$ cat src/rtl/movwide_const_encoder_if.sv
// Request/response bundle for the MOVZ/MOVK sequence encoder.
// The encoder side uses the slave modport; the requester/consumer side uses master.
interface movwide_const_encoder_if;
  logic        in_valid;
  logic        in_ready;
  logic [63:0] imm;
  logic [4:0]  rd;
  logic        out_valid;
  logic        out_ready;
  logic [31:0] instr;
  logic [2:0]  ext_ctrl;
  logic        out_last;
  logic        busy;

  modport master (
    output in_valid, imm, rd, out_ready,
    input  in_ready, out_valid, instr, ext_ctrl, out_last, busy
  );

  modport slave (
    input  in_valid, imm, rd, out_ready,
    output in_ready, out_valid, instr, ext_ctrl, out_last, busy
  );
endinterface

$ cat src/rtl/movwide_const_encoder.sv
// Turns a 64-bit constant plus destination register into the shortest LEGv8
// MOVZ/MOVK sequence, one registered 32-bit word per output handshake.
module movwide_const_encoder #(
  parameter int unsigned SKIP_ZERO = 1,
  parameter logic [8:0]  OPC_MOVZ  = 9'b110100101,
  parameter logic [8:0]  OPC_MOVK  = 9'b111100101
) (
  input logic                    CLK,
  input logic                    Reset_L,
  movwide_const_encoder_if.slave bus
);

  localparam logic StIdle = 1'b0;
  localparam logic StEmit = 1'b1;

  logic        state_q, state_d;
  logic [3:0]  pend_q, pend_d;
  logic [63:0] imm_q, imm_d;
  logic [4:0]  rd_q, rd_d;
  logic        first_q, first_d;
  logic        in_ready_q, in_ready_d;
  logic        out_valid_q, out_valid_d;
  logic        busy_q, busy_d;
  logic [31:0] instr_q, instr_d;
  logic [2:0]  ext_ctrl_q, ext_ctrl_d;
  logic        out_last_q, out_last_d;

  logic [3:0]  mask;
  logic        load_word;
  logic        clear_word;
  logic [1:0]  hw_n;
  logic [15:0] imm16_n;
  logic        last_n;

  // Halfwords that need a word; an all-zero constant still needs MOVZ hw0 #0.
  always_comb begin
    mask = 4'b0000;
    for (int k = 0; k < 4; k++) begin
      mask[k] = (SKIP_ZERO != 0) ? (bus.imm[16*k +: 16] != 16'd0) : 1'b1;
    end
    if (mask == 4'b0000) mask = 4'b0001;
  end

  always_comb begin
    state_d     = state_q;
    pend_d      = pend_q;
    imm_d       = imm_q;
    rd_d        = rd_q;
    first_d     = first_q;
    in_ready_d  = in_ready_q;
    out_valid_d = out_valid_q;
    busy_d      = busy_q;
    load_word   = 1'b0;
    clear_word  = 1'b0;
    case (state_q)
      StIdle: begin
        if (bus.in_valid && in_ready_q) begin
          imm_d       = bus.imm;
          rd_d        = bus.rd;
          pend_d      = mask;
          first_d     = 1'b1;
          state_d     = StEmit;
          in_ready_d  = 1'b0;
          out_valid_d = 1'b1;
          busy_d      = 1'b1;
          load_word   = 1'b1;
        end
      end
      default: begin
        if (out_valid_q && bus.out_ready) begin
          pend_d  = pend_q & (pend_q - 4'd1);
          first_d = 1'b0;
          if (out_last_q) begin
            state_d     = StIdle;
            pend_d      = 4'b0000;
            in_ready_d  = 1'b1;
            out_valid_d = 1'b0;
            busy_d      = 1'b0;
            clear_word  = 1'b1;
          end else begin
            load_word = 1'b1;
          end
        end
      end
    endcase
  end

  // Next word is built from next-state values so every output stays a flop.
  always_comb begin
    hw_n = 2'd0;
    for (int k = 3; k >= 0; k--) begin
      if (pend_d[k]) hw_n = 2'(k);
    end
    imm16_n = 16'(imm_d >> {hw_n, 4'b0000});
    last_n  = ((pend_d & (pend_d - 4'd1)) == 4'd0);
  end

  always_comb begin
    instr_d    = instr_q;
    ext_ctrl_d = ext_ctrl_q;
    out_last_d = out_last_q;
    if (load_word) begin
      instr_d    = {(first_d ? OPC_MOVZ : OPC_MOVK), hw_n, imm16_n, rd_d};
      ext_ctrl_d = {1'b1, hw_n};
      out_last_d = last_n;
    end else if (clear_word) begin
      instr_d    = 32'd0;
      ext_ctrl_d = 3'd0;
      out_last_d = 1'b0;
    end
  end

  always_ff @(posedge CLK or negedge Reset_L) begin
    if (!Reset_L) begin
      state_q     <= StIdle;
      pend_q      <= 4'b0000;
      imm_q       <= 64'd0;
      rd_q        <= 5'd0;
      first_q     <= 1'b0;
      in_ready_q  <= 1'b1;
      out_valid_q <= 1'b0;
      busy_q      <= 1'b0;
      instr_q     <= 32'd0;
      ext_ctrl_q  <= 3'd0;
      out_last_q  <= 1'b0;
    end else begin
      state_q     <= state_d;
      pend_q      <= pend_d;
      imm_q       <= imm_d;
      rd_q        <= rd_d;
      first_q     <= first_d;
      in_ready_q  <= in_ready_d;
      out_valid_q <= out_valid_d;
      busy_q      <= busy_d;
      instr_q     <= instr_d;
      ext_ctrl_q  <= ext_ctrl_d;
      out_last_q  <= out_last_d;
    end
  end

  assign bus.in_ready  = in_ready_q;
  assign bus.out_valid = out_valid_q;
  assign bus.busy      = busy_q;
  assign bus.instr     = instr_q;
  assign bus.ext_ctrl  = ext_ctrl_q;
  assign bus.out_last  = out_last_q;

endmodule

$ cat src/flat_wrapper.sv
// flat-port wrapper written by rule: the top's interface ports become plain ports
module movwide_const_encoder_flat 
#(
  parameter int unsigned SKIP_ZERO = 1,
  parameter logic [8:0]  OPC_MOVZ  = 9'b110100101,
  parameter logic [8:0]  OPC_MOVK  = 9'b111100101
)
  (CLK, Reset_L, bus_in_valid, bus_imm, bus_rd, bus_out_ready, bus_in_ready, bus_out_valid, bus_instr, bus_ext_ctrl, bus_out_last, bus_busy);
  movwide_const_encoder_if bus_i ();
  input logic CLK;
  input logic Reset_L;
  input wire logic [$bits(bus_i.in_valid)-1:0] bus_in_valid;
  input wire logic [$bits(bus_i.imm)-1:0] bus_imm;
  input wire logic [$bits(bus_i.rd)-1:0] bus_rd;
  input wire logic [$bits(bus_i.out_ready)-1:0] bus_out_ready;
  output wire logic [$bits(bus_i.in_ready)-1:0] bus_in_ready;
  output wire logic [$bits(bus_i.out_valid)-1:0] bus_out_valid;
  output wire logic [$bits(bus_i.instr)-1:0] bus_instr;
  output wire logic [$bits(bus_i.ext_ctrl)-1:0] bus_ext_ctrl;
  output wire logic [$bits(bus_i.out_last)-1:0] bus_out_last;
  output wire logic [$bits(bus_i.busy)-1:0] bus_busy;
  assign bus_i.in_valid = bus_in_valid;
  assign bus_i.imm = bus_imm;
  assign bus_i.rd = bus_rd;
  assign bus_i.out_ready = bus_out_ready;
  assign bus_in_ready = bus_i.in_ready;
  assign bus_out_valid = bus_i.out_valid;
  assign bus_instr = bus_i.instr;
  assign bus_ext_ctrl = bus_i.ext_ctrl;
  assign bus_out_last = bus_i.out_last;
  assign bus_busy = bus_i.busy;
  movwide_const_encoder #(.SKIP_ZERO(SKIP_ZERO), .OPC_MOVZ(OPC_MOVZ), .OPC_MOVK(OPC_MOVK)) u_core (.CLK(CLK), .Reset_L(Reset_L), .bus(bus_i));
endmodule
$ cat config.mk
export PLATFORM = sky130hd
export DESIGN_NAME = movwide_const_encoder_flat
export DESIGN_NICKNAME = d
export VERILOG_FILES = /design/src/rtl/movwide_const_encoder_if.sv /design/src/rtl/movwide_const_encoder.sv /design/src/flat_wrapper.sv
export SDC_FILE = /design/constraint.sdc
export NUM_CORES = 1
export LEC_CHECK = 0
export BUFFER_PORTS_ARGS = -buffer_cell sky130_fd_sc_hd__buf_2
export CORE_UTILIZATION = 48
export DETAILED_ROUTE_END_ITERATION = 10
export GPL_ROUTABILITY_DRIVEN = 0
export PLACE_DENSITY = 0.73
export SLEW_MARGIN = 20
export SYNTH_ARGS = -nofsm -noshare
export SYNTH_HDL_FRONTEND = slang
export SYNTH_SLANG_ARGS = --single-unit
$ cat constraint.sdc
create_clock -name CLK -period 2.3 [get_ports CLK]
set_input_delay 0.23 -clock CLK [delete_from_list [all_inputs] [get_ports CLK]]
set_output_delay 0.23 -clock CLK [all_outputs]
set_load 0.02 [all_outputs]
**Word-level counts from Yosys, hierarchy flattened**

Index checks and enable logic that the tools add are counted.

- Shift operators: 1
- Multiplexer cells: 40
- Bitwise logic cells: 2
- Add/subtract/negate cells: 2
- Equal/unequal tests: 2
- Reductions and logical operators: 11

Operators with widths:

| operator | count |
|---|---|
| $mux 64 | 2 |
| $mux 32 | 2 |
| $reduce_bool 16->1 | 4 |
| $shr 64x6->16 | 1 |
| $mux 1 | 22 |
| $mux 4 | 5 |
| $mux 5 | 2 |
| $and 4x4->4 | 2 |
| $logic_not 4->1 | 2 |
| $mux 2 | 4 |
| $sub 4x1->4 const B | 2 |
| $mux 7 | 1 |
| $mux 3 | 2 |
| $ne 2x2->1 const B | 2 |
| $reduce_bool 2->1 | 2 |
| $reduce_and 3->1 | 1 |
| $logic_and 1x1->1 | 2 |

- Output and inout port bits: 39
- Input port bits: 73
- Flip-flop bits (word level): 113
- Logic and storage cells: 68

**Depth between registers and ports, before layout**

Gate-level depths: netlist of the first run.

- Depth after elaboration: 11
- Mapped depth: 11
- Mapped depth without buffers: 8

**Least setup slack after synthesis of the first run**

OpenSTA, ideal clock, no wires.

- Path type: reg-to-reg
- Start: register u_core.in_ready_q, in the netlist u_core.bus.in_ready
- End: register u_core.instr_q[12], in the netlist u_core.bus.instr[12]
- Arrival: 2245 ps
- Cell stages (with the launch flop): 12
- Period minus slack after synthesis: 2376 ps
- Path slack: -76 ps
- Path through: dfstp_2 and3b_1 buf_2 nor2_2 a22o_1 buf_2 nor2_4 and2_1 buf_6 buf_6 mux2i_1 o211ai_1

- Word-level cells in the longest chain between the ends: 9

RTL lines:

| item | RTL line | text |
|---|---|---|
| from (decl) | movwide_const_encoder.sv:21 | `logic in_ready_q, in_ready_d;` |
| from (signal assigned) | movwide_const_encoder.sv:132 | `in_ready_q <= in_ready_d;` |
| $logic_and 1x1->1 (*) | movwide_const_encoder.sv:57 | `if (bus.in_valid && in_ready_q) begin` |
| $mux 4 | movwide_const_encoder.sv:57 |  |
| $mux 4 | movwide_const_encoder.sv:55 | `case (state_q)` |
| $mux 2 (4 in a row) | movwide_const_encoder.sv:92 | `if (pend_d[k]) hw_n = 2'(k);` |
| $shr 64x6->16 | movwide_const_encoder.sv:94 | `imm16_n = 16'(imm_d >> {hw_n, 4'b0000});` |
| $mux 32 | movwide_const_encoder.sv:102 | `if (load_word) begin` |
| to (signal assigned) | movwide_const_encoder.sv:135 | `instr_q <= instr_d;` |
| to (decl) | movwide_const_encoder.sv:24 | `logic [31:0] instr_q, instr_d;` |

Mark *: on every way between the ends. The rest lies on a longest branch, timed or not.
A chain may end at the register's enable or synchronous reset.

**Worst setup path after layout of the first run**

- Start: register u_core.in_ready_q, in the netlist u_core.bus.in_ready
- End: register u_core.instr_q[19], in the netlist u_core.bus.instr[19]

Same word-level chain as after synthesis.

==> results of run 1 <==
placed cells by master (no fill, tap or decap), drive strengths merged, types with 3 or more instances in the layout:
cell / count
nor4: 17
conb: 3
a211o: 16
inv: 4
clkinv: 4
clkbuf: 12
nand4: 3
mux2i: 16
o21ai: 7
nand3: 3
and2: 3
buf: 155
o211ai: 16
a22o: 7
nor3: 16
nand2: 238
a21oi: 18
dfrtp: 101
nor2: 4
logic make-up after synthesis:
kind of cell | after synthesis
AND/OR/NAND/NOR | 288
flip-flops | 102
AO/OA/AOI/OAI | 69
buffers and inverters | 46
multiplexers | 16
adder cells (fa/ha/maj) | 1
other | 1
metal layers:
metal,routed length [microns],vias to the layer above
li1,-,2001
met1,5550,2003
met3,740,22
met4,297,0
met5,0,-
met2,5850,179
per-stage QoR:
step	hold slack (ns)	setup TNS (ns)
2_1_floorplan	-0.0656	0
3_3_place_gp	0.259	-0.867
3_5_place_dp	0.267	-1.77
4_1_cts	0.0638	0
5_1_grt	0.0804	-0.663
6_report	0.0638	-0.0194
final cells by class:
class / instances / area, sq um / area share [%]
Timing Repair Buffer: 158 / 1030 / 17.3
Sequential cell: 102 / 2550 / 43.0
Clock buffer: 10 / 138 / 2.32
Clock inverter: 6 / 61.3 / 1.03
Tap cell: 129 / 161 / 2.72
Multi-Input combinational cell: 379 / 1980 / 33.4
Inverter: 4 / 15.0 / 0.253
power by group:
part / switching (mW) / internal, mW
Sequential: 0 / 1.79
Combinational: 0.0825 / 0.0697
Clock: 0.619 / 0.529
sequential cells by signal, indices dropped and copies added (netlist names):
signal / cells
u_core.state_q: 1
u_core.bus.ext_ctrl: 2
u_core.imm_q: 64
u_core.bus.out_last: 1
u_core.bus.out_valid: 1
u_core.bus.instr: 23
u_core.pend_q: 4
u_core.bus.in_ready: 1
u_core.rd_q: 5
worst max-delay path, stage by stage, from the launching register on:
cell	delay [ns]
dfstp_2	0.58
and3b_2	0.33
o32a_1	0.21
o21ai_2	0.09
o21ai_4	0.29
and2_4	0.30
mux2i_1	0.26
o211ai_1	0.13
what timing repair did:
| item | 4_1_cts | 5_1_grt |
|---|---|---|
| hold buffers | 1 | 0 |
| endpoints found under the hold margin | 43 | 0 |
| cloned | 0 | 4 |
| setup buffers | 3 | 1 |
| pin swaps | 3 | 7 |
| setup endpoints to repair | 16 | 17 |
| gates resized for setup | 4 | 16 |
how the worst max path moves through the flow:
stage	start	end	slack (ns)	depth (start not counted)
after global routing	u_core.state_q	u_core.bus.instr[19]	-0.08	8
after global placement	bus_imm[32]	u_core.bus.instr[7]	-0.12	10
final	u_core.bus.in_ready	u_core.bus.instr[19]	-0.02	7
after CTS	u_core.bus.in_ready	u_core.bus.instr[7]	0.005	10
after floorplan	u_core.bus.in_ready	u_core.bus.instr[12]	0.004	11
after detailed placement	bus_imm[31]	u_core.bus.instr[7]	-0.17	11
==> metrics.md, run 1 <==
| Metric | Value |
|---|---|
| Vias per inst | `5.34` |
| CTS tree | `built` |
| Row cnt | `35` |
| Synth Area in Adders | `0.214%` |
| Worst R2R Path Depth | `7` |
| Period utilization | `101%` |
| Synth warn | `0` |
| Core area | `9330 sq um` |
| CP arrival | `2.57 ns` |
| Synth async-reset ratio | `100%` |
| Startpoint Class | `flop` |
| CTS clk-pin slew, worst paths | `0.09 ns` |
| Die Area | `10,100 sq um` |
| Top Usage Layer GRT | `met2` |
| Unique masters post-synth | `40` |
| Power Density | `521 nW/um^2` |
| Leakage | `3.18 nW` |
| RR Endpoint | `u_core.bus.instr[19]` |
| Initial cell density of the core | `50.1%` |
| CTS Buf Count | `9` |
| Post-synth EDFFs | `0` |
| Layout Utilization | `63.7%` |
| Die Width | `101 microns` |
| Layout Area Growth over Synthesis | `27.0%` |
| Ranking of synthesized cells by area | `dfrtp_1 54%, nand2_1 19%, mux2i_1 3.4%, a211o_1 3.0%, o211ai_1 2.6%` |
| Hold Crit Depth | `3` |
| GR Util met3 | `3.54%` |
| Worst setup margin | `-0.0194 ns` |
| Layout cells sized above 1 | `29.7%` |
| Simple-gate share of the synthesized area | `25.9%` |
| Routed len/inst | `15.8 microns` |
| Reg-to-reg setup timing slack | `-0.02 ns` |
| PortBufs | `108` |
| Endpoints failing setup | `1` |
| Hold_sp | `bus_rd[1]` |
| Total number of vias | `4,205` |
| Placed Cells | `763` |
| Most used DFF post-synth | `dfrtp_1` |
| Hold Path Class | `input pin to flop` |
| CP Max Fanout | `8` |
| Clock root buffer | `clkbuf_8` |
| Register area share after synthesis | `54.6%` |
| Most common cell in the netlist | `nand2_1` |
| Share of the synthesized area in the top cell type | `54.1%` |
| Slew HR | `61.5%` |
| Cell area after layout | `5940 sq um` |
| CTS H-tree lvls | `3` |
| Layout Cells excl Fill | `788` |
| Status | `finished, violations left` |
| Overall Global Routing Usage | `25.0%` |
| Ant diodes | `0` |
| Max Root-Sink Buffers | `2` |
| Largest net degree at the start of global routing | `58` |
| Critical path required time | `2.56 ns` |
| Dpl cell area | `5540 sq um` |
| Post-DRT Antenna Nets | `0` |
| Top cells by instance count after synthesis | `238 x nand2_1, 101 x dfrtp_1, 20 x clkbuf_1` |
| Largest area contributor in the netlist | `dfrtp_1` |
| Met2 Track Usage GR | `38.1%` |
| Setup crit end kind | `flop` |
| Placed wire-length estimate | `8.73 mm` |
| IO Pins | `112` |
| Slew @ Worst Pin | `0.577 ns` |
| Fillers | `786` |
| Final Power | `3.09 mW` |
| Routed wire length | `12.4 mm` |
| Place WS | `-0.175 ns` |
| Antenna violations before repair | `0` |
| Number of global-route vias before repair | `3,926` |
| Reg-to-reg startpoint | `u_core.bus.in_ready` |
| RSZ-0062 raised after global routing | `yes` |
| Average size of a mapped cell | `8.94 sq um` |
| Final Slew Violations | `0` |
| Minimum clock period | `2.32 ns` |
| Global route total overflow | `0` |
| DR iter-0 viols | `261` |
| Post-synth design cell area | `4680 sq um` |
| Synth Area in XOR/XNOR | `0%` |
| Synthesized instance count | `523` |
| Largest family of logic cells by synthesized area | `simple AND/OR/NAND/NOR gates` |
| Failing checks | `setup timing` |
| Max Freq | `431 MHz` |
| Max_cap viols | `0` |
| Final setup skew | `0.00928 ns` |
| Path type of the worst setup path | `flop to flop` |
| Post-synthesis compound-gate area fraction | `10.5%` |
| Clk_lat worst skew | `0.38 ns` |
| Met1 Use GR | `36.2%` |
| Final Hold Violating Endpoints | `0` |
| DR DRC count | `0` |
| Chip height | `101 microns` |
| Layout net count | `727` |
| Clock Sinks | `102` |
| Multiplexer share of the synthesized area | `3.43%` |
| Pre-Repair DR Iteration Count | `5` |
| First-pass GRT wire length | `19.4 mm` |
| Post-synthesis register bit count | `102` |
| IR Drop Worst-Case VDD | `333 uV` |
| Worst Hold End | `u_core.rd_q[1]` |
Note: power is estimated with default switching activity, not from simulation.
==> run 2, diff against run 1 <==
--- a/config.mk
+++ b/config.mk
@@ -6,10 +6,11 @@
 export NUM_CORES = 1
 export LEC_CHECK = 0
 export BUFFER_PORTS_ARGS = -buffer_cell sky130_fd_sc_hd__buf_2
-export CORE_UTILIZATION = 48
+export CORE_UTILIZATION = 53
+export CTS_CLUSTER_DIAMETER = 120
 export DETAILED_ROUTE_END_ITERATION = 10
 export GPL_ROUTABILITY_DRIVEN = 0
-export PLACE_DENSITY = 0.73
+export PLACE_DENSITY = 0.76
 export SLEW_MARGIN = 20
 export SYNTH_ARGS = -nofsm -noshare
 export SYNTH_HDL_FRONTEND = slang
==> constraint.sdc (replaced) <==
create_clock -name CLK -period 2.2 [get_ports CLK]
set_input_delay 0.22 -clock CLK [delete_from_list [all_inputs] [get_ports CLK]]
set_output_delay 0.22 -clock CLK [all_outputs]
set_load 0.02 [all_outputs]
==> metrics.md, run 2 (synthesized netlist as in run 1, its figures left out) <==
| Metric | Value |
|---|---|
| Crit path buf inv count | `3 (+3)` |
| Hold Path Class | `input pin to flop` |
| CTS H-tree lvls | `3 (unchanged)` |
| Dpl cell area | `5610 sq um (+1.3%)` |
| Power Density | `531 nW/um^2 (+2.0%)` |
| Switching Share | `24.4% (+1.7 points)` |
| Die Area | `9200 sq um (-9.2%)` |
| DR DRC count | `0 (unchanged)` |
| Clock Sinks | `102 (unchanged)` |
| Number of global-route vias before repair | `3,957 (+0.79%)` |
| Overall Global Routing Usage | `28.4% (+3.3 points)` |
| Final Slew Violations | `0 (unchanged)` |
| Switching power | `0.781 mW (+11%)` |
| Status | `finished, violations left` |
| Core area | `8380 sq um (-10%)` |
| Minimum clock period | `2.30 ns (-0.0179 ns)` |
| CTS clk-pin slew, worst paths | `0.10 ns (about the same)` |
| Routed len/inst | `16.3 microns (+3.6%)` |
| Ant diodes | `0 (unchanged)` |
| Routed wire length | `12.8 mm (+2.7%)` |
| Slew HR | `56.9% (-4.7 points)` |
| Antenna violations before repair | `0 (unchanged)` |
| Slew @ Worst Pin | `0.647 ns (+0.0699 ns)` |
| Slowest-stage cell, CP | `dfstp_2` |
| Post-DRT Antenna Nets | `0 (unchanged)` |
| Failing checks | `setup timing` |
| Total number of vias | `4,339 (+3.2%)` |
| Max Root-Sink Buffers | `2 (unchanged)` |
| Worst setup margin | `-0.102 ns (-0.0821 ns)` |
| Clock root buffer | `clkbuf_8` |
| Critical path required time | `2.45 ns (-0.11 ns)` |
| Commonest non-fill, non-tap cell in the layout | `nand2_1` |
| Final Hold Violating Endpoints | `0 (unchanged)` |
| Max Freq | `434 MHz (+0.78%)` |
| Final Power | `3.20 mW (+3.6%)` |
| Clock Power Share | `36.1% (-1.0 points)` |
| Initial cell density of the core | `55.8% (+5.7 points)` |
| CTS tree | `built` |
| Crit path cell chain | `buf_4 > nand3b_1 > o21ai_2 > inv_2 > o21ai_4 > and2_4 > buf_12 > mux2i_1 > o211ai_1` |
| Setup crit end kind | `flop` |
| Place WS | `-0.205 ns (-0.0305 ns)` |
| DR iter-0 viols | `334 (+28%)` |
| Max_cap viols | `0 (unchanged)` |
| Max reg flops | `64 (unchanged)` |
| Gate power share | `5.4% (+0.5 points)` |
| First-pass GRT wire length | `19.4 mm (-0.21%)` |
| Vias per inst | `5.56 (+4.1%)` |
| Layout Utilization | `71.9% (+8.2 points)` |
| Pre-Repair DR Iteration Count | `6 (+1)` |
| CP Max Fanout | `8 (unchanged)` |
| Startpoint Class | `flop` |
| Period utilization | `105% (+3.8 points)` |
| IR Drop Worst-Case VDD | `362 uV (+8.7%)` |
| Largest net degree at the start of global routing | `51 (-12%)` |
| Kind of cell adding the most delay to the critical path | `compound AO/OA/AOI/OAI gates` |
| Die Width | `95.9 microns (-4.7%)` |
| Chip height | `95.9 microns (-4.7%)` |
| Slowest stage delay, CP | `0.55 ns (-0.03 ns)` |
| Cell area after layout | `6030 sq um (+1.5%)` |
| Clk_lat worst skew | `0.38 ns (about the same)` |
| Row cnt | `33 (-5.7%)` |
| Final setup skew | `0.0164 ns (+0.00711 ns)` |
| RSZ-0062 raised after global routing | `yes` |
| PortBufs | `108 (unchanged)` |
| Leakage | `3.25 nW (+2.4%)` |
| Placed wire-length estimate | `8.78 mm (+0.57%)` |
| Global route total overflow | `0 (unchanged)` |
| Path type of the worst setup path | `flop to flop` |
| Most frequent cells in the layout | `237 x nand2_1, 107 x buf_2, 101 x dfrtp_1, 56 x buf_4, 18 x a21oi_1` |
| IO Pins | `112 (unchanged)` |
| P_int | `2.42 mW (+1.3%)` |
| Layout cells sized above 1 | `31.4% (+1.6 points)` |
| Layout net count | `744 (+2.3%)` |
| CTS Buf Count | `9 (unchanged)` |
| Endpoints failing setup | `16 (+15)` |
| CP arrival | `2.55 ns (-0.02 ns)` |
| Most flops, register | `u_core.imm_q` |
| Sequential share of power | `58.5% (+0.6 points)` |
| Layout Area Growth over Synthesis | `28.9%` |
## run 2: changes by cell type in the layout (fill, tap and decap cells not counted), sizes merged
cell / delta
and2: -1
buf: +19
bufinv: -1
clkbuf: -1
clkinv: -2
clkinvlp: -1
inv: +4
## run 2: path summary, 6_finish.rpt
kind | from | endpoint | slack (ns) | depth (start not counted)
worst min register to register | u_core.imm_q[31] | u_core.imm_q[31] | 0.48 | 2
min in group asynchronous | Reset_L | u_core.bus.instr[30] | 0.41 | 2
worst max-delay path | u_core.bus.in_ready | u_core.bus.instr[11] | -0.10 | 9
worst min-delay path | bus_rd[1] | u_core.rd_q[1] | 0.06 | 3
max in group asynchronous | Reset_L | u_core.bus.instr[13] | 1.15 | 3
worst max register to register | u_core.bus.in_ready | u_core.bus.instr[11] | -0.10 | 9
## run 2: routing by layer
| metal | share of wire [%] | global-route usage (%) | vias to the layer above |
|---|---|---|---|
| li1 | - | - | 2042 |
| met1 | 43 | 40.2 | 2046 |
| met2 | 47 | 45.0 | 218 |
| met3 | 7.1 | 4.98 | 33 |
| met4 | 2.5 | 8.58 | 0 |
| met5 | 0 | 0 | - |
## run 2: timing repair
action | CTS | global route
endpoints found under the hold margin | 47 | 0
buffers inserted | 7 | 3
hold buffers | 1 | 0
gates resized for setup | 12 | 10
pin swaps | 6 | 7
endpoints found under the setup margin | 17 | 18
gates cloned | 1 | 1
## run 2: power groups by stage
| stage | logic, mW | clock network (mW) | registers [mW] |
|---|---|---|---|
| finish | 0.173 | 1.16 | 1.87 |
| floorplan | 0.0155 | 0 | 1.91 |
| global route | 0.193 | 1.24 | 1.87 |
| global placement | 0.170 | 0 | 1.91 |
| CTS | 0.175 | 1.16 | 1.87 |
| detailed placement | 0.172 | 0 | 1.91 |
## run 2: through the flow
stage	cells	hold WS [ns]	TNS [ns]
after floorplan	525	-0.0756	-0.785
final	781	0.0594	-0.830
after global placement	752	0.280	-1.54
after global routing	781	0.0758	-1.67
after detailed placement	752	0.282	-2.89
after CTS	777	0.0541	0
## run 2: worst register-to-register path, delay by kind of cell (launching register included)
kind                   cells  cell delay (ns)
AO/OA/AOI/OAI              3             0.57
flip-flops                 1             0.55
AND/OR/NAND/NOR            2             0.52
buffers and inverters      3             0.35
multiplexers               1             0.19
## run 2: cell type report
class | count | area (sq um)
Sequential cell | 102 | 2550
Fill cell | 638 | 2350
Multi-Input combinational cell | 378 | 1980
Timing Repair Buffer | 176 | 1160
Clock buffer | 10 | 138
Tap cell | 105 | 131
Clock inverter | 6 | 51.3
Inverter | 4 | 15.0
==> run 3, diff against run 2 <==
--- a/config.mk
+++ b/config.mk
@@ -5,12 +5,13 @@
 export SDC_FILE = /design/constraint.sdc
 export NUM_CORES = 1
 export LEC_CHECK = 0
+export ABC_AREA = 1
 export BUFFER_PORTS_ARGS = -buffer_cell sky130_fd_sc_hd__buf_2
-export CORE_UTILIZATION = 53
+export CORE_UTILIZATION = 54
 export CTS_CLUSTER_DIAMETER = 120
 export DETAILED_ROUTE_END_ITERATION = 10
 export GPL_ROUTABILITY_DRIVEN = 0
-export PLACE_DENSITY = 0.76
+export PLACE_DENSITY = 0.77
 export SLEW_MARGIN = 20
 export SYNTH_ARGS = -nofsm -noshare
 export SYNTH_HDL_FRONTEND = slang
==> metrics.md, run 3 <==
| Metric | Value |
|---|---|
| Status | `complete, no violations` |
| Reg-to-reg startpoint | `u_core.bus.in_ready` |
| Max reg flops | `64 (unchanged)` |
| Final Slew Violations | `0 (unchanged)` |
| Ranking of synthesized cells by area | `dfrtp_1 51%, nand2_1 19%, nand3_1 8.0%, nor2_1 3.6%, o21ai_0 2.8%` |
| Top cells by instance count after synthesis | `255 x nand2_1, 101 x dfrtp_1, 79 x nand3_1` |
| Clk_lat worst skew | `0.37 ns (about the same)` |
| Path type of the worst setup path | `flop to flop` |
| CP Max Fanout | `8 (unchanged)` |
| Final Power | `3.18 mW (-0.62%)` |
| Share of the synthesized area in the top cell type | `51.3% (-2.8 points)` |
| IR Drop Worst-Case VDD | `275 uV (-24%)` |
| Routed wire length | `14.1 mm (+11%)` |
| Most common cell in the netlist | `nand2_1` |
| Vias per inst | `5.57 (+0.33%)` |
| CTS clk-pin slew, worst paths | `0.11 ns (about the same)` |
| Average size of a mapped cell | `7.84 sq um (-12%)` |
| Number of global-route vias before repair | `4,269 (+7.9%)` |
| Post-synthesis register bit count | `102 (unchanged)` |
| Largest net degree at the start of global routing | `74 (+45%)` |
| Startpoint Class | `flop` |
| Routed len/inst | `16.5 microns (+1.2%)` |
| Final Hold Violating Endpoints | `0 (unchanged)` |
| Worst Hold End | `u_core.rd_q[2]` |
| Clock Sinks | `102 (unchanged)` |
| Core area | `8760 sq um (+4.6%)` |
| Register area share after synthesis | `51.8% (-2.8 points)` |
| Post-synth EDFFs | `0 (unchanged)` |
| Largest area contributor in the netlist | `dfrtp_1` |
| Worst setup margin | `0.0714 ns (+0.173 ns)` |
| Leakage | `3.50 nW (+7.6%)` |
| Max Freq | `470 MHz (+8.1%)` |
| Synthesized instance count | `629 (+20%)` |
| Most flops, register | `u_core.imm_q` |
| Post-DRT Antenna Nets | `0 (unchanged)` |
| Slew HR | `64.5% (+7.6 points)` |
| Max Root-Sink Buffers | `2 (unchanged)` |
| Place WS | `-0.0461 ns (+0.159 ns)` |
| CP arrival | `2.39 ns (-0.16 ns)` |
| Post-synth design cell area | `4930 sq um (+5.4%)` |
| DR DRC count | `0 (unchanged)` |
| Switching power | `0.788 mW (+0.87%)` |
| Reg-to-reg setup timing slack | `0.07 ns (+0.17 ns)` |
| Hold_sp | `bus_rd[2]` |
| Most used DFF post-synth | `dfrtp_1` |
| Final setup skew | `0.0116 ns (-0.00482 ns)` |
| Gate power share | `4.9% (-0.5 points)` |
| CTS Buf Count | `9 (unchanged)` |
| TNS Setup | `0 ns (+0.830 ns)` |
| Antenna violations before repair | `0 (unchanged)` |
| Commonest non-fill, non-tap cell in the layout | `nand2_1` |
| Total number of vias | `4,760 (+9.7%)` |
| First-pass GRT wire length | `20.6 mm (+6.3%)` |
| DR iter-0 viols | `472 (+41%)` |
| Chip height | `97.5 microns (+1.7%)` |
| Hold Crit Depth | `3 (unchanged)` |
| Layout Area Growth over Synthesis | `21.5%` |
| Switching Share | `24.8% (+0.37 points)` |
| Synth async-reset ratio | `100% (unchanged)` |
| Period utilization | `96.8% (-7.9 points)` |
| Layout net count | `814 (+9.4%)` |
| P_int | `2.39 mW (-1.1%)` |
| Sequential share of power | `58.9% (+0.4 points)` |
| Global route total overflow | `0 (unchanged)` |
| CTS tree | `built` |
| Max_cap viols | `0 (unchanged)` |
| CTS H-tree lvls | `3 (unchanged)` |
| Hold Path Class | `input pin to flop` |
| Layout cells sized above 1 | `25.9% (-5.5 points)` |
| Most frequent cells in the layout | `252 x nand2_1, 107 x buf_2, 101 x dfrtp_1, 79 x nand3_1, 46 x nor2_1` |
| Slew @ Worst Pin | `0.533 ns (-0.114 ns)` |
| Clock root buffer | `clkbuf_8` |
| Pre-Repair DR Iteration Count | `6 (unchanged)` |
| Power Density | `532 nW/um^2 (about the same)` |
| Die Area | `9510 sq um (+3.4%)` |
| RR Endpoint | `u_core.bus.instr[7]` |
| Initial cell density of the core | `56.2% (+0.45 points)` |
| Row cnt | `34 (+3.0%)` |
| Overall Global Routing Usage | `27.6% (-0.73 points)` |
| PortBufs | `108 (unchanged)` |
| IO Pins | `112 (unchanged)` |
| Minimum clock period | `2.13 ns (-0.173 ns)` |
| Setup crit end kind | `flop` |
| Unique masters post-synth | `29 (-28%)` |
| Die Width | `97.5 microns (+1.7%)` |
| Placed wire-length estimate | `9.01 mm (+2.7%)` |
| Worst R2R Path Depth | `12 (+3)` |
| Endpoints failing setup | `0 (-16)` |
| Ant diodes | `0 (unchanged)` |
| Synth warn | `0 (unchanged)` |
| Critical path required time | `2.46 ns (about the same)` |
| Clock Power Share | `36.3% (+0.2 points)` |
## run 3: changes by cell type after synthesis, moves of 17 or more
cell	delta
nand3_1	+77
nor2_1	+45
inv_1	+28
o21ai_0	+27
nand2_1	+17
or2_2	+17
## run 3: power groups by stage
stage | clock network (mW) | registers (mW) | logic (mW)
final | 1.15 | 1.87 | 0.155
after global routing | 1.24 | 1.87 | 0.174
after CTS | 1.16 | 1.87 | 0.156
after detailed placement | 0 | 1.91 | 0.154
after global placement | 0 | 1.91 | 0.151
after floorplan | 0 | 1.91 | 0.0264
## run 3: what timing repair did
item	CTS	global route
gates cloned	0	6
hold buffers	1	0
gates resized for setup	5	16
pin swaps	1	9
hold endpoints to repair	36	0
buffers inserted	2	9
setup endpoints to repair	16	16
## run 3: per-stage QoR
step / cells / hold WS [ns] / cell area [sq um] / util (%)
3_3_place_gp: 820 / 0.231 / 5510 / 62.9
2_1_floorplan: 631 / -0.0756 / 4940 / -
6_report: 854 / 0.0685 / 5990 / 68.3
5_1_grt: 854 / 0.0646 / 5990 / 68.3
3_5_place_dp: 820 / 0.234 / 5510 / 62.9
4_1_cts: 839 / 0.0572 / 5750 / 65.6
## run 3: cell families (layout without fill, tap and decap cells)
family / Yosys count / count (layout) / synth area share (%)
and+or+nand+nor: 409 / 412 / 35.4
AOI/OAI and AO/OA: 41 / 41 / 4.90
DFF: 102 / 102 / 51.8
other: 1 / 3 / 0.0761
buffers and inverters: 76 / 188 / 7.84
## run 3: worst max-delay path, cell delays in order (launching register included)
cell and delay (ns):
dfstp_2 0.57, nand2_1 0.09, nor2_4 0.11, buf_4 0.13, inv_4 0.05, a21oi_2 0.14
nand2_2 0.11, o21ai_4 0.14, nand2_4 0.14, nor2_4 0.28, nand3_1 0.12, nand3_1 0.09
nand2_1 0.06
## run 3: how the worst max path moves through the flow
stage	startpoint	endpoint	slack, ns	cells past startpoint
final	u_core.bus.in_ready	u_core.bus.instr[7]	0.07	12
after detailed placement	u_core.bus.in_ready	u_core.bus.instr[11]	-0.05	13
after global placement	u_core.bus.in_ready	u_core.bus.instr[6]	0.05	12
after CTS	u_core.bus.in_ready	u_core.bus.instr[6]	0.01	12
after floorplan	u_core.bus.in_ready	u_core.bus.instr[10]	0.18	13
after global routing	u_core.bus.in_ready	u_core.bus.instr[15]	-0.08	14
## run 3: cell type report
type	count	area, sq um
timing repair buffer	138	891
multi-input combinational	456	2080
fill	705	2780
clock inverter	6	52.6
tap	108	135
sequential	102	2550
clock buffer	10	138
inverter	34	134
## run 3: layer usage
metal / global-route usage (%) / wire length, microns / vias up / part of all wire [%]
li1: - / - / 2188 / -
met5: 0 / 0 / - / 0
met2: 44.5 / 6710 / 276 / 47
met4: 12.9 / 545 / 0 / 3.9
met3: 4.32 / 1150 / 47 / 8.1
met1: 36.9 / 5730 / 2249 / 41
